$ cat config.mk
export PLATFORM = sky130hd
export DESIGN_NAME = key_event_encoder
export DESIGN_NICKNAME = d
export VERILOG_FILES = /design/src/rtl/calc_pkg.sv /design/src/rtl/key_debounce.sv /design/src/rtl/key_event_encoder.sv
export SDC_FILE = /design/constraint.sdc
export NUM_CORES = 1
export LEC_CHECK = 0
export ABC_AREA = 1
export BUFFER_PORTS_ARGS = -buffer_cell sky130_fd_sc_hd__buf_2
export CAP_MARGIN = 20
export CORE_MARGIN = 2
export CORE_UTILIZATION = 40
export DETAILED_ROUTE_END_ITERATION = 12
export SLEW_MARGIN = 20
export SYNTH_ARGS = -nofsm -noshare
export SYNTH_HDL_FRONTEND = slang
export SYNTH_SLANG_ARGS = --single-unit
$ cat constraint.sdc
create_clock -name clk -period 2.7 [get_ports clk]
set_clock_uncertainty 0.2 [all_clocks]
set_input_delay 0.27 -clock clk [delete_from_list [all_inputs] [get_ports clk]]
set_output_delay 0.27 -clock clk [all_outputs]
set_load 0.02 [all_outputs]
$ cat src/rtl/calc_pkg.sv
// -----------------------------------------------------------------------------
// calc_pkg
// Shared definitions for the calculator front end: event code type, the
// operator event codes that follow the ten digit codes, the key count, and a
// helper that picks the lowest-index set bit of a key vector.
// -----------------------------------------------------------------------------
package calc_pkg;

  localparam int NUM_KEYS = 16;

  typedef logic [3:0] ev_code_t;

  localparam ev_code_t EV_ADD    = 4'd10;
  localparam ev_code_t EV_SUB    = 4'd11;
  localparam ev_code_t EV_MUL    = 4'd12;
  localparam ev_code_t EV_DIV    = 4'd13;
  localparam ev_code_t EV_SET    = 4'd14;
  localparam ev_code_t EV_APPEND = 4'd15;

  // Index of the lowest set bit; returns 0 for an all-zero vector, so callers
  // must qualify the result with a non-zero test.
  function automatic ev_code_t lowest_set(input logic [NUM_KEYS-1:0] v);
    ev_code_t r;
    r = '0;
    for (int i = NUM_KEYS - 1; i >= 0; i--) begin
      if (v[i]) r = ev_code_t'(i);
    end
    return r;
  endfunction

endpackage

$ cat src/rtl/key_debounce.sv
// -----------------------------------------------------------------------------
// key_debounce
// One button channel: 2-FF synchronizer, agreement counter evaluated on the
// sample tick, and the debounced level.
// Ports:
//   clk      - block clock
//   rst      - synchronous active-high reset
//   raw_i    - asynchronous raw button (1 = pressed)
//   tick_i   - one-cycle sample strobe
//   level_o  - debounced level
//   press_o  - combinational strobe, high in the tick cycle whose edge turns
//              level_o from 0 to 1 (lets the caller register the press on the
//              same edge as the level change)
// -----------------------------------------------------------------------------
module key_debounce
  import calc_pkg::*;
#(
  parameter int STABLE_SAMPLES = 4
) (
  input  logic clk,
  input  logic rst,
  input  logic raw_i,
  input  logic tick_i,
  output logic level_o,
  output logic press_o
);

  logic       sync1_q, sync2_q;
  logic [3:0] cnt_q, cnt_d;
  logic       level_q, level_d;
  logic       flip;

  // Level flips when this tick is the STABLE_SAMPLES-th disagreeing sample.
  assign flip = tick_i && (sync2_q != level_q) &&
                (cnt_q == 4'(STABLE_SAMPLES - 1));

  always_comb begin
    cnt_d   = cnt_q;
    level_d = level_q;
    if (tick_i) begin
      if (sync2_q == level_q) begin
        cnt_d = '0;
      end else if (flip) begin
        cnt_d   = '0;
        level_d = ~level_q;
      end else begin
        cnt_d = cnt_q + 4'd1;
      end
    end
  end

  always_ff @(posedge clk) begin
    if (rst) begin
      sync1_q <= 1'b0;
      sync2_q <= 1'b0;
      cnt_q   <= '0;
      level_q <= 1'b0;
    end else begin
      sync1_q <= raw_i;
      sync2_q <= sync1_q;
      cnt_q   <= cnt_d;
      level_q <= level_d;
    end
  end

  assign level_o = level_q;
  assign press_o = flip && !level_q;

endmodule

$ cat src/rtl/key_event_encoder.sv
// -----------------------------------------------------------------------------
// key_event_encoder
// Debounces the 16 calculator buttons, turns each press into a 4-bit event
// code and queues the codes in a small FIFO drained over valid/ready.
// Ports:
//   clk, rst          - clock, synchronous active-high reset
//   KEY[9:0]          - raw digit buttons
//   Add..append       - raw operator buttons (codes 10..15)
//   ev_valid/ev_code  - FIFO head
//   ev_ready          - consumer pops the head when ev_valid && ev_ready
//   key_down[15:0]    - debounced levels, bit index = event code
//   overflow          - sticky: a press was dropped (duplicate while pending)
// -----------------------------------------------------------------------------
module key_event_encoder
  import calc_pkg::*;
#(
  parameter int CLK_HZ         = 50_000_000,
  parameter int SAMPLE_HZ      = 1000,
  parameter int STABLE_SAMPLES = 4,
  parameter int FIFO_DEPTH     = 4
) (
  input  logic                clk,
  input  logic                rst,
  input  logic [9:0]          KEY,
  input  logic                Add,
  input  logic                Sub,
  input  logic                Mul,
  input  logic                Div,
  input  logic                set,
  input  logic                append,
  output logic                ev_valid,
  output ev_code_t            ev_code,
  input  logic                ev_ready,
  output logic [NUM_KEYS-1:0] key_down,
  output logic                overflow
);

  localparam int DIV   = CLK_HZ / SAMPLE_HZ;
  localparam int DIV_W = (DIV > 2) ? $clog2(DIV) : 1;
  localparam int PTR_W = $clog2(FIFO_DEPTH);

  // ---------------------------------------------------------------- sampler
  logic [DIV_W-1:0] div_q;
  logic             tick_q;

  // tick_q is high in the cycle where the divider has just wrapped to 0.
  always_ff @(posedge clk) begin
    if (rst) begin
      div_q  <= '0;
      tick_q <= 1'b0;
    end else begin
      tick_q <= (div_q == DIV_W'(DIV - 1));
      div_q  <= (div_q == DIV_W'(DIV - 1)) ? '0 : div_q + DIV_W'(1);
    end
  end

  // --------------------------------------------------------------- debounce
  logic [NUM_KEYS-1:0] raw;
  logic [NUM_KEYS-1:0] level;
  logic [NUM_KEYS-1:0] press;

  assign raw = {append, set, Div, Mul, Sub, Add, KEY};

  generate
    for (genvar gi = 0; gi < NUM_KEYS; gi++) begin : g_key
      key_debounce #(
        .STABLE_SAMPLES(STABLE_SAMPLES)
      ) u_db (
        .clk     (clk),
        .rst     (rst),
        .raw_i   (raw[gi]),
        .tick_i  (tick_q),
        .level_o (level[gi]),
        .press_o (press[gi])
      );
    end
  endgenerate

  assign key_down = level;

  // ------------------------------------------------------------------- FIFO
  ev_code_t           mem_q [FIFO_DEPTH];
  logic [PTR_W:0]     wr_q, rd_q;
  logic [PTR_W:0]     used;
  logic               full, empty;
  logic               pop, push;

  assign used  = wr_q - rd_q;
  assign empty = (wr_q == rd_q);
  assign full  = (used == (PTR_W+1)'(FIFO_DEPTH));
  assign pop   = !empty && ev_ready;

  // ---------------------------------------------------------------- arbiter
  logic [NUM_KEYS-1:0] pending_q, pending_d;
  logic [NUM_KEYS-1:0] clear_mask;
  logic                overflow_q, overflow_d;
  ev_code_t            push_code;

  // A pop in the same cycle frees the slot a full FIFO needs.
  assign push      = (|pending_q) && (!full || pop);
  assign push_code = lowest_set(pending_q);
  assign clear_mask = push ? (NUM_KEYS'(1) << push_code) : '0;

  always_comb begin
    pending_d  = (pending_q & ~clear_mask) | press;
    // A press only counts as dropped if its earlier copy is still waiting;
    // a bit being pushed this cycle simply re-arms.
    overflow_d = overflow_q | (|(press & pending_q & ~clear_mask));
  end

  always_ff @(posedge clk) begin
    if (rst) begin
      pending_q  <= '0;
      overflow_q <= 1'b0;
      wr_q       <= '0;
      rd_q       <= '0;
    end else begin
      pending_q  <= pending_d;
      overflow_q <= overflow_d;
      if (push) wr_q <= wr_q + (PTR_W+1)'(1);
      if (pop)  rd_q <= rd_q + (PTR_W+1)'(1);
    end
  end

  // Storage needs no reset: reads are masked by the pointer-derived valid.
  always_ff @(posedge clk) begin
    if (push) mem_q[wr_q[PTR_W-1:0]] <= push_code;
  end

  assign ev_valid = !empty;
  assign ev_code  = empty ? '0 : mem_q[rd_q[PTR_W-1:0]];
  assign overflow = overflow_q;

endmodule

Word-level counts from Yosys, hierarchy flattened --
Memories as Yosys holds them, arrays and structs flattened. A register that Yosys moved wholly into a read port is not among the register bits. Index checks and enable logic that the tools add are counted.
Word-level totals: register bits after elaboration 152, bits in writable memories 16, input bits 19, word-level logic and storage cells 323, memories 1
Memory list:
- mem_q | words 4, bits a word 4, read ports 1, clocked after memory_dff 1, write ports 1, line key_event_encoder.sv:82 | ev_code_t mem_q [FIFO_DEPTH];
Operators by class: $add $sub $neg 20, equality and inequality tests 51, shifts and indexed selects 1, mux-type cells 54, bitwise logic cells 38, reduce and logical (&&, ||, !) cells 88
Operator list (count):
- two-way mux 4 bit | 49
- adder 4 x 1 -> 4 bit (second input constant) | 16
- == test 4 x 2 -> 1 bit (second input constant) | 16
- logical AND 1 bit | 50
- AND 16 bit | 3
- AND reduction 3 bit | 16
- NOT 1 bit | 32
- OR reduction 16 bit | 2
- logical NOT 1 bit | 18
- adder 16 x 1 -> 16 bit (second input constant) | 1
- == test 1 bit | 16
- == test 16 bit (second input constant) | 1
- two-way mux 16 bit | 1
- inequality test 1 bit | 16
- NOT 16 bit | 1
- bitwise OR 16 bit | 1
- << shifter 1 x 4 -> 16 bit (first input constant) | 1
- adder 3 x 1 -> 3 bit (second input constant) | 2
- two-way mux 2 bit | 2
- == test 3 bit | 1
- == test 3 bit (second input constant) | 1
- subtractor 3 bit | 1
- two-way mux 1 bit | 2
- OR reduction 2 bit | 1
- 2 further kinds | 2

Depth between registers and ports, before layout --
Gate-level depths: netlist of the first run.
depth after elaboration 22, mapped depth 24

Modules after synthesis --
Synthesis of the first run repeated with hierarchy kept, for this count alone.
Unflattened totals: cell total of the unflattened synthesis 1107, area total of the unflattened synthesis 8301.7 µm²
Modules (own cells, without submodules):
- key_debounce | times used 16, cells an instance 46, area an instance 339.1 µm², sequential area each 140.1 µm²
- key_event_encoder | times used 1, cells an instance 371, area an instance 2876.5 µm², sequential area each 1321.3 µm²

Worst setup path before layout of the first run --
OpenSTA, ideal clock, no wires.
path type flip-flop to flip-flop, start point reg wr_q[0], end point reg overflow_q, in the netlist overflow, library setup time 0.056 ns, arrival 2.005 ns, data required time 2.444 ns, path slack 0.439 ns, cell stages (with the launch flop) 20, path buffers 0, clock period less this slack 2.261 ns, path through dfxtp_1 > inv_1 > ha_1 > nand2_1 > or2_4 > nand2_2 > inv_4 > nor2_4 > inv_4 > nand2_2 > inv_4 > nand4_1 > nand3_1 > nand2_1 > inv_1 > nand3_1 > nor2_1 > nand3_1 > nand2_1 > inv_1
On the way: cells in the longest elaborated chain, start to end 10, elaborated cells on any way between the ends 13, those cells by class add/sub (1); eq/ne (2); mux (1); bitwise (3); reduce/logical (6)
RTL lines:
- start: declaration | line key_event_encoder.sv:83 | logic [PTR_W:0] wr_q, rd_q;
- start signal: assignment | line key_event_encoder.sv:120 | if (push) wr_q <= wr_q + (PTR_W+1)'(1);
- == test 3 bit | line key_event_encoder.sv:89 | assign empty = (wr_q == rd_q);
- logical NOT 1 bit
- net ev_valid | line key_event_encoder.sv:31 | output logic ev_valid,
- logical AND 1 bit | line key_event_encoder.sv:91 | assign pop = !empty && ev_ready;
- logical OR 1 bit | line key_event_encoder.sv:100 | assign push = (|pending_q) && (!full || pop);
- logical AND 1 bit | line key_event_encoder.sv:100
- two-way mux 16 bit | line key_event_encoder.sv:102 | assign clear_mask = push ? (NUM_KEYS'(1) << push_code) : '0;
- NOT 16 bit | line key_event_encoder.sv:108 | overflow_d = overflow_q | (|(press & pending_q & ~clear_mask));
- AND 16 bit | line key_event_encoder.sv:108
- OR reduction 16 bit | line key_event_encoder.sv:108
- bitwise OR 1 bit | line key_event_encoder.sv:108
- end signal: assignment | line key_event_encoder.sv:119 | overflow_q <= overflow_d;
- end: declaration | line key_event_encoder.sv:96 | logic overflow_q, overflow_d;
The timed path passes the listed nets, and every way through them passes these cells. A chain may end at the register's enable or synchronous reset.

Worst setup path after layout of the first run --
start point reg wr_q[0], end point reg overflow_q, in the netlist overflow
On the way: cells in the longest elaborated chain, start to end 10, elaborated cells on any way between the ends 13, those cells by class add/sub (1); eq/ne (2); mux (1); bitwise (3); reduce/logical (6)
RTL lines (line):
- subtractor 3 bit / == test 3 bit (equally long branches) | key_event_encoder.sv:88, key_event_encoder.sv:89
- == test 3 bit / logical NOT 1 bit (equally long branches) | key_event_encoder.sv:90, key_event_encoder.sv:91
- logical NOT 1 bit / logical AND 1 bit (equally long branches) | key_event_encoder.sv:100, key_event_encoder.sv:91
- logical OR 1 bit * | key_event_encoder.sv:100
- logical AND 1 bit * | key_event_encoder.sv:100
- two-way mux 16 bit * | key_event_encoder.sv:102
- NOT 16 bit * | key_event_encoder.sv:108
- AND 16 bit * | key_event_encoder.sv:108
- OR reduction 16 bit * | key_event_encoder.sv:108
- bitwise OR 1 bit * | key_event_encoder.sv:108
Every way passes the cells marked *; elsewhere a longest branch is shown, timed or not.

==> results of run 1 <==
## cell families (layout without fill, tap and decap cells)
kind of cell / Yosys count / count (layout) / synth area share, %
AO/OA/AOI/OAI: 180 / 180 / 12.10
AND/OR/NAND/NOR: 422 / 422 / 23.91
XOR/XNOR: 36 / 36 / 4.006
flip-flops: 170 / 170 / 45.28
buffers and inverters: 208 / 262 / 10.89
adder cells (fa/ha/maj): 24 / 24 / 3.816
## metrics by stage
| step | hold slack (ns) | cell area [um2] | instances | total power [uW] |
|---|---|---|---|---|
| after floorplan | 0.1770 | 7870 | 1040 | 2800 |
| after global placement | 0.1885 | 8249 | 1309 | 2858 |
| after detailed placement | 0.1917 | 8249 | 1309 | 2863 |
| after CTS | 0.2001 | 9049 | 1359 | 5459 |
| after global routing | 0.2084 | 9050 | 1359 | 5588 |
| final | 0.1983 | 9050 | 1359 | 5382 |
## repair_timing
action                                 in CTS  in global routing
endpoints found under the hold margin      21                  0
resized for setup                           0                  1
hold buffers                               18                  0
setup endpoints to repair                   0                  1
## state kept, by name, indices dropped and copies added (netlist names), named ones only
| signal | cells |
|---|---|
| g_key.u_db.cnt_q | 64 |
| div_q | 16 |
| g_key.u_db.level_o | 16 |
| g_key.u_db.sync1_q | 16 |
| g_key.u_db.sync2_q | 16 |
| mem_q | 16 |
| pending_q | 16 |
| rd_q | 3 |
| wr_q | 3 |
| overflow | 1 |
| tick_q | 1 |
## critical path, cell delays in order (launching register included)
cell and delay (ns):
sky130_fd_sc_hd__dfxtp_2 0.36, sky130_fd_sc_hd__inv_1 0.08, sky130_fd_sc_hd__ha_1 0.29, sky130_fd_sc_hd__nand2_1 0.05, sky130_fd_sc_hd__or2_4 0.26, sky130_fd_sc_hd__nand2_2 0.10, sky130_fd_sc_hd__inv_4 0.06, sky130_fd_sc_hd__nor2_4 0.16
sky130_fd_sc_hd__inv_4 0.05, sky130_fd_sc_hd__nand2_2 0.09, sky130_fd_sc_hd__inv_4 0.05, sky130_fd_sc_hd__nand4_1 0.10, sky130_fd_sc_hd__nand3_1 0.08, sky130_fd_sc_hd__nand2_1 0.06, sky130_fd_sc_hd__inv_1 0.03, sky130_fd_sc_hd__nand3_1 0.09
sky130_fd_sc_hd__nor2_1 0.05, sky130_fd_sc_hd__nand3_1 0.06, sky130_fd_sc_hd__nand2_1 0.05, sky130_fd_sc_hd__inv_1 0.06
## routing by layer
metal	vias up	track usage, %
met1	2770	19.95
met2	70	24.79
met5	-	0
met3	23	3.212
li1	3395	-
met4	0	6.081
## layout make-up
| cell class | count | share of cell area (%) |
|---|---|---|
| flip-flops and latches | 170 | 39.39 |
| multi-input cells | 662 | 38.12 |
| inverters | 167 | 7.065 |
| clock buffers | 21 | 4.977 |
| repair buffers | 63 | 4.922 |
| well taps | 265 | 3.664 |
| clock inverters | 11 | 1.866 |
## where the power goes
part	switching, uW	internal [uW]	total (uW)	leakage, uW
logic	139	86.7	226	0.00184
registers	21.3	2570	2600	0.00140
clock network	987	1570	2560	0.000298
total	1150	4230	5380	0.00354
## cell usage in the layout, fill, tap and decap left out, drive strengths merged
| master | n |
|---|---|
| o21bai | 1 |
| ha | 24 |
| dlygate4sd3 | 18 |
| nor4 | 4 |
| a21oi | 116 |
| xor2 | 31 |
| dfxtp | 154 |
| nand3 | 66 |
| bufinv | 4 |
| nand4 | 15 |
| xnor2 | 5 |
| buf | 45 |
| o21ai | 50 |
| nor3 | 23 |
| a31oi | 8 |
| clkinvlp | 2 |
| inv | 168 |
| clkbuf | 21 |
| or2 | 12 |
| nor2 | 126 |
| edfxtp | 16 |
| clkinv | 4 |
| nor3b | 1 |
| a211oi | 5 |
| nand2 | 175 |
## path summary, 6_finish.rpt
| check | start | to | slack, ns | depth (start not counted) |
|---|---|---|---|---|
| setup / recovery | wr_q[0] | overflow | 0.31 | 19 |
| hold / removal | g_key[8].u_db.sync1_q | g_key[8].u_db.sync2_q | 0.20 | 2 |
| setup reg to reg | wr_q[0] | overflow | 0.31 | 19 |
| hold reg to reg | g_key[8].u_db.sync1_q | g_key[8].u_db.sync2_q | 0.20 | 2 |
==> metrics.md, run 1 <==
| Metric | Value |
|---|---|
| Run status | `finished, final reports clean` |
| Largest area contributor in the synthesized netlist | `sky130_fd_sc_hd__dfxtp_1` |
| Layout area overhead | `14.99%` |
| Number of iterations in the first detailed-routing pass | `4` |
| Setup repair after global routing missed its margin | `false` |
| Pin count of the biggest net entering global routing | `117` |
| Largest voltage drop on the vdd net | `449.8 uV` |
| Effective utilization at floorplan | `40.57%` |
| Area enclosed by the die boundary | `0.02081 mm2` |
| Syn Inst Count | `1040` |
| Setup Fix Bufs, Post-CTS | `0` |
| Transition time at the pin with the least slew margin | `0.6561 ns` |
| Clock-pin transition on the worst setup and hold timing paths | `0.06 ns` |
| LEAKAGE | `0.003537 uW` |
| Highest Clock Rate | `418.0 MHz` |
| Category of the worst setup path capture point | `flop` |
| Detailed Route WL | `14.96 mm` |
| Total routing resource utilization after global routing | `15.27%` |
| ANT nets after route | `0` |
| Number of sinks handled by clock tree synthesis | `170` |
| Kind of start point of the critical path | `flop` |
| Setup Total Neg Slack | `0 ns` |
| Chip height | `144.3 um` |
| Routed length on met3 | `409 um` |
| Global placer's final weighted congestion | `0.9170` |
| Number of antenna violations at the first check in global routing | `0` |
| Post-synthesis async set-or-reset flop share | `0%` |
| Worst skew pair latency | `0.42 ns` |
| Global-route wire length before repair | `25.81 mm` |
| WL/cell | `11.01 um` |
| Final number of max-transition violations | `0` |
| Hold Fails Final Rpt | `0` |
| Row Count | `51` |
| Final Critical Period | `2.392 ns` |
| Synthesis warning total | `0` |
| Total power density per cell area | `594.7 mW/mm2` |
| Clock tree from TritonCTS | `yes` |
| Share of the core filled with cells | `46.65%` |
| Number of enable flip-flop cells after synthesis | `16` |
| Most frequently used cell type in the post-synthesis netlist | `sky130_fd_sc_hd__nand2_1` |
| Sum of net half-perimeters after detailed placement | `10.26 mm` |
| Yosys top cell area share | `39.17%` |
| Per-instance average area after synthesis | `7.567 um2` |
| Post-synth top cells | `sky130_fd_sc_hd__nand2_1 (165), sky130_fd_sc_hd__inv_1 (156), sky130_fd_sc_hd__dfxtp_1 (154)` |
| Cell chosen for the clock root | `sky130_fd_sc_hd__clkbuf_16` |
| Number of nets in the synthesized netlist | `1083` |
| Number of library cell types mapped by synthesis | `38` |
| Biggest fanout along the worst timing path | `6` |
| Die width | `144.3 um` |
| Crit Path Class | `flop to flop` |
| Count of port buffers added during placement | `40` |
| Count of vias placed by the detailed router | `6258` |
| Remaining Overflow, GRT | `0` |
| Final setup fails | `0` |
| Uppermost routed layer | `met4` |
| # fillers | `1974` |
| Wire length on met1 | `7.594 mm` |
| Post-synthesis sequential area ratio | `45.28%` |
| Synthesis-stage register bit count | `170` |
| DRC violation total after the first TritonRoute iteration | `406` |
| Maximum clock insertion buffer count | `2` |
| Fraction of layout instances using a drive strength above 1 | `11.33%` |
| Worst-case setup margin in the final layout | `0.3076 ns` |
| Number of global-route vias before repair | `5732` |
| Part of the cycle the worst path needs | `88.61%` |
| Worst setup slack before clock tree synthesis | `0.2598 ns` |
| Number of H-tree levels | `4` |
| Multi-input logic area | `0.003450 mm2` |
| Via-to-Cell Ratio | `4.605` |
| Num CTS Buffers | `17` |
| Top-Level Pins | `41` |
| Syn Std Cell Area | `0.007870 mm2` |
| Primary flip-flop cell chosen by synthesis mapping | `sky130_fd_sc_hd__dfxtp_1` |
| Crit path required time | `2.87 ns` |
| Critical Path AT | `2.56 ns` |
| DRC violations left | `0` |
| Met2 WL post-DR | `6.694 mm` |
| Core Footprint | `0.01940 mm2` |
| Final-stage net count | `1124` |
| Worst-case headroom to the max-slew limit | `56.21%` |
| Combined flip-flop and latch cell area | `0.003565 mm2` |
| Leading cell types by total area after synthesis | `sky130_fd_sc_hd__dfxtp_1 (39%), sky130_fd_sc_hd__nand2_1 (7.9%), sky130_fd_sc_hd__inv_1 (7.4%)` |
| Worst min-delay path category | `flop to flop` |
| Final antenna diode count | `0` |
| Maximum Capacitance Violations | `0` |
No activity file was read; power rests on OpenSTA's default activity.
==> run 2: changes to the inputs <==
--- a/config.mk
+++ b/config.mk
@@ -9,8 +9,9 @@
 export BUFFER_PORTS_ARGS = -buffer_cell sky130_fd_sc_hd__buf_2
 export CAP_MARGIN = 20
 export CORE_MARGIN = 2
-export CORE_UTILIZATION = 40
+export CORE_UTILIZATION = 55
 export DETAILED_ROUTE_END_ITERATION = 12
+export PLACE_DENSITY = 0.73
 export SLEW_MARGIN = 20
 export SYNTH_ARGS = -nofsm -noshare
 export SYNTH_HDL_FRONTEND = slang
==> metrics.md, run 2 (same netlist as run 1, synthesis figures left out) <==
| Metric | Value |
|---|---|
| Number of cell instances on the worst register-to-register path | `19 (unchanged)` |
| DRC violation total after the first TritonRoute iteration | `328 (-19%)` |
| ANT nets after route | `0 (unchanged)` |
| Chip height | `123.6 um (-14%)` |
| Power share of the clock group | `46.2% (-1.4 points)` |
| Transition time at the pin with the least slew margin | `0.6454 ns (-0.01076 ns)` |
| Crit-path cells | `inv_1 > ha_1 > nand2_1 > or2_4 > nand2_2 > inv_4 > nor2_4 > inv_4 > nand2_2 > inv_4 > nand4_1 > nand3_1 > nand2_1 > inv_1 > nand2_1 > nor2_1 > nand3_1 > nand2_1 > inv_1` |
| Category of the worst setup path capture point | `flop` |
| Global-route wire length before repair | `25.45 mm (-1.4%)` |
| Max reg flops | `64 (unchanged)` |
| DRC violations left | `0 (unchanged)` |
| Run status | `finished, final reports clean` |
| Hold Path Cell Cnt | `2 (unchanged)` |
| Area enclosed by the die boundary | `0.01528 mm2 (-27%)` |
| Reg-to-Reg Start | `wr_q[0]` |
| Top-Level Pins | `41 (unchanged)` |
| Final standard cell count with taps included and fillers excluded | `1274 (-6.3%)` |
| Number of H-tree levels | `4 (unchanged)` |
| Count of port buffers added during placement | `40 (unchanged)` |
| Layout area overhead | `13.26%` |
| Terminating pin of the worst hold path | `g_key[1].u_db.sync2_q` |
| Setup Total Neg Slack | `0 ns (unchanged)` |
| WL/cell | `11.44 um (+3.9%)` |
| Register-to-register path setup slack | `0.28 ns (-0.03 ns)` |
| Count of vias placed by the detailed router | `6332 (+1.2%)` |
| Part of the cycle the worst path needs | `89.59% (+0.98 points)` |
| Total routing resource utilization after global routing | `20.84% (+5.6 points)` |
| Maximum clock insertion buffer count | `2 (unchanged)` |
| Hold Crit Start | `g_key[1].u_db.sync1_q` |
| Sum of net half-perimeters after detailed placement | `9.988 mm (-2.6%)` |
| Crit path required time | `2.88 ns (about the same)` |
| Row Count | `43 (-16%)` |
| Number of sinks handled by clock tree synthesis | `170 (unchanged)` |
| Core Footprint | `0.01393 mm2 (-28%)` |
| Number of global-route vias before repair | `5908 (+3.1%)` |
| Highest-count cells in the layout ignoring fill and taps | `sky130_fd_sc_hd__nand2_1 (165), sky130_fd_sc_hd__inv_1 (156), sky130_fd_sc_hd__dfxtp_1 (153)` |
| Via-to-Cell Ratio | `4.970 (+7.9%)` |
| Detailed Route WL | `14.58 mm (-2.6%)` |
| Reg with most FFs | `g_key.u_db.cnt_q` |
| Fraction of layout instances using a drive strength above 1 | `11.52% (+0.18 points)` |
| Number of antenna violations at the first check in global routing | `0 (unchanged)` |
| Worst-case headroom to the max-slew limit | `56.93% (+0.72 points)` |
| Kind of start point of the critical path | `flop` |
| Worst-case setup margin in the final layout | `0.2810 ns (-0.02659 ns)` |
| Switching component of the power | `1189 uW (+3.6%)` |
| Largest voltage drop on the vdd net | `516.0 uV (+15%)` |
| Post-Place Cells | `1224 (-6.5%)` |
| Total power density per cell area | `587.3 mW/mm2 (-1.3%)` |
| Final-stage net count | `1124 (unchanged)` |
| Pin count of the biggest net entering global routing | `62 (-47%)` |
| Critical Path AT | `2.59 ns (+0.03 ns)` |
| Clock-pin transition on the worst setup and hold timing paths | `0.07 ns (about the same)` |
| Effective utilization at floorplan | `56.48% (+16 points)` |
| Clock tree from TritonCTS | `yes` |
| Maximum Capacitance Violations | `0 (unchanged)` |
| Die width | `123.6 um (-14%)` |
| Endpoint of the worst-slack reg-to-reg timing path | `overflow` |
| Worst min-delay path category | `flop to flop` |
| Cell type of the slowest stage on the worst timing path | `sky130_fd_sc_hd__dfxtp_2` |
| Cell family with most CP delay | `simple AND/OR/NAND/NOR gates` |
| Final setup fails | `0 (unchanged)` |
| Worst skew pair latency | `0.43 ns (about the same)` |
| Final Critical Period | `2.419 ns (+0.02659 ns)` |
| Crit Path Class | `flop to flop` |
| Final number of max-transition violations | `0 (unchanged)` |
| Setup repair after global routing missed its margin | `false` |
| Global placer's final weighted congestion | `0.9142 (-0.31%)` |
| Most frequent standard cell in the layout excluding fill and tap cells | `sky130_fd_sc_hd__nand2_1` |
| Worst setup slack before clock tree synthesis | `0.2623 ns (+0.002427 ns)` |
| LEAKAGE | `0.003527 uW (-0.29%)` |
| Biggest fanout along the worst timing path | `6 (unchanged)` |
| Num CTS Buffers | `17 (unchanged)` |
| Dominant cell type by count on the critical path | `sky130_fd_sc_hd__nand2_1` |
| Crit path largest cell delay | `0.36 ns (about the same)` |
| Remaining Overflow, GRT | `0 (unchanged)` |
| Internal cell power | `4046 uW (-4.5%)` |
| Hold Fails Final Rpt | `0 (unchanged)` |
| Final antenna diode count | `0 (unchanged)` |
| Comb power frac | `4.3% (about the same)` |
| Reg power frac | `49.6% (+1.4 points)` |
| Combined buffer and inverter count along the critical path | `6 (unchanged)` |
| Switching fraction of total power | `22.72% (+1.4 points)` |
| Number of iterations in the first detailed-routing pass | `6 (+2)` |
| Highest Clock Rate | `413.4 MHz (-1.1%)` |
| Cell chosen for the clock root | `sky130_fd_sc_hd__clkbuf_16` |
[run 2: cell count changes in the layout (fill, tap and decap cells not counted), sizes merged]
cell	delta
inv	+6
clkbuf	-3
bufinv	-2
clkinv	-1
[run 2: per-layer routing]
layer | share of wire [%] | GRT usage [%] | routed length [um]
met1 | 48 | 25.92 | 6982
met2 | 47 | 35.82 | 6899
met3 | 3.6 | 5.174 | 527
met4 | 1.1 | 6.108 | 167
met5 | 0 | 0 | 0
[run 2: worst min-delay path, stage by stage, from the launching register on]
cell	delay [ns]
sky130_fd_sc_hd__dfxtp_1	0.30
sky130_fd_sc_hd__inv_1	0.04
sky130_fd_sc_hd__nor2_1	0.03
[run 2: how the worst max path moves through the flow]
stage / from / to / slack (ns) / depth (start not counted)
2_1_floorplan: wr_q[0] / overflow / 0.44 / 19
3_3_place_gp: wr_q[0] / overflow / 0.32 / 19
3_5_place_dp: wr_q[0] / overflow / 0.26 / 19
4_1_cts: wr_q[0] / overflow / 0.23 / 19
5_1_grt: wr_q[0] / overflow / 0.01 / 19
6_report: wr_q[0] / overflow / 0.28 / 19
[run 2: final cells by class]
type	count	area (um2)
sequential	170	3565
clock buffer	18	429.2
inverter	167	639.4
multi-input combinational	662	3450
clock inverter	14	160.2
fill	1246	5021
tap	180	225.2
timing repair buffer	63	445.4
[run 2: per-stage QoR]
step | utilization, % | total power, uW | area [um2] | hold slack, ns
detailed placement | 58.44 | 2856 | 8143 | 0.1921
floorplan | - | 2800 | 7870 | 0.1770
global placement | 58.44 | 2851 | 8143 | 0.1889
CTS | 63.96 | 5291 | 8912 | 0.2019
finish | 63.97 | 5235 | 8914 | 0.2012
global route | 63.97 | 5416 | 8914 | 0.2158
[run 2: timing repair]
| item | CTS | global route |
|---|---|---|
| resized for setup | 0 | 1 |
| hold buffers | 18 | 0 |
| setup buffers | 0 | 0 |
| endpoints found under the setup margin | 0 | 1 |
| hold endpoints to repair | 22 | 0 |
[run 2: power by group through the flow]
| stage | Sequential [uW] | Combinational (uW) | Clock [uW] |
|---|---|---|---|
| finish | 2590 | 223 | 2420 |
| detailed placement | 2650 | 205 | 0 |
| global route | 2600 | 255 | 2560 |
| floorplan | 2640 | 157 | 0 |
| global placement | 2650 | 200 | 0 |
| CTS | 2590 | 225 | 2470 |
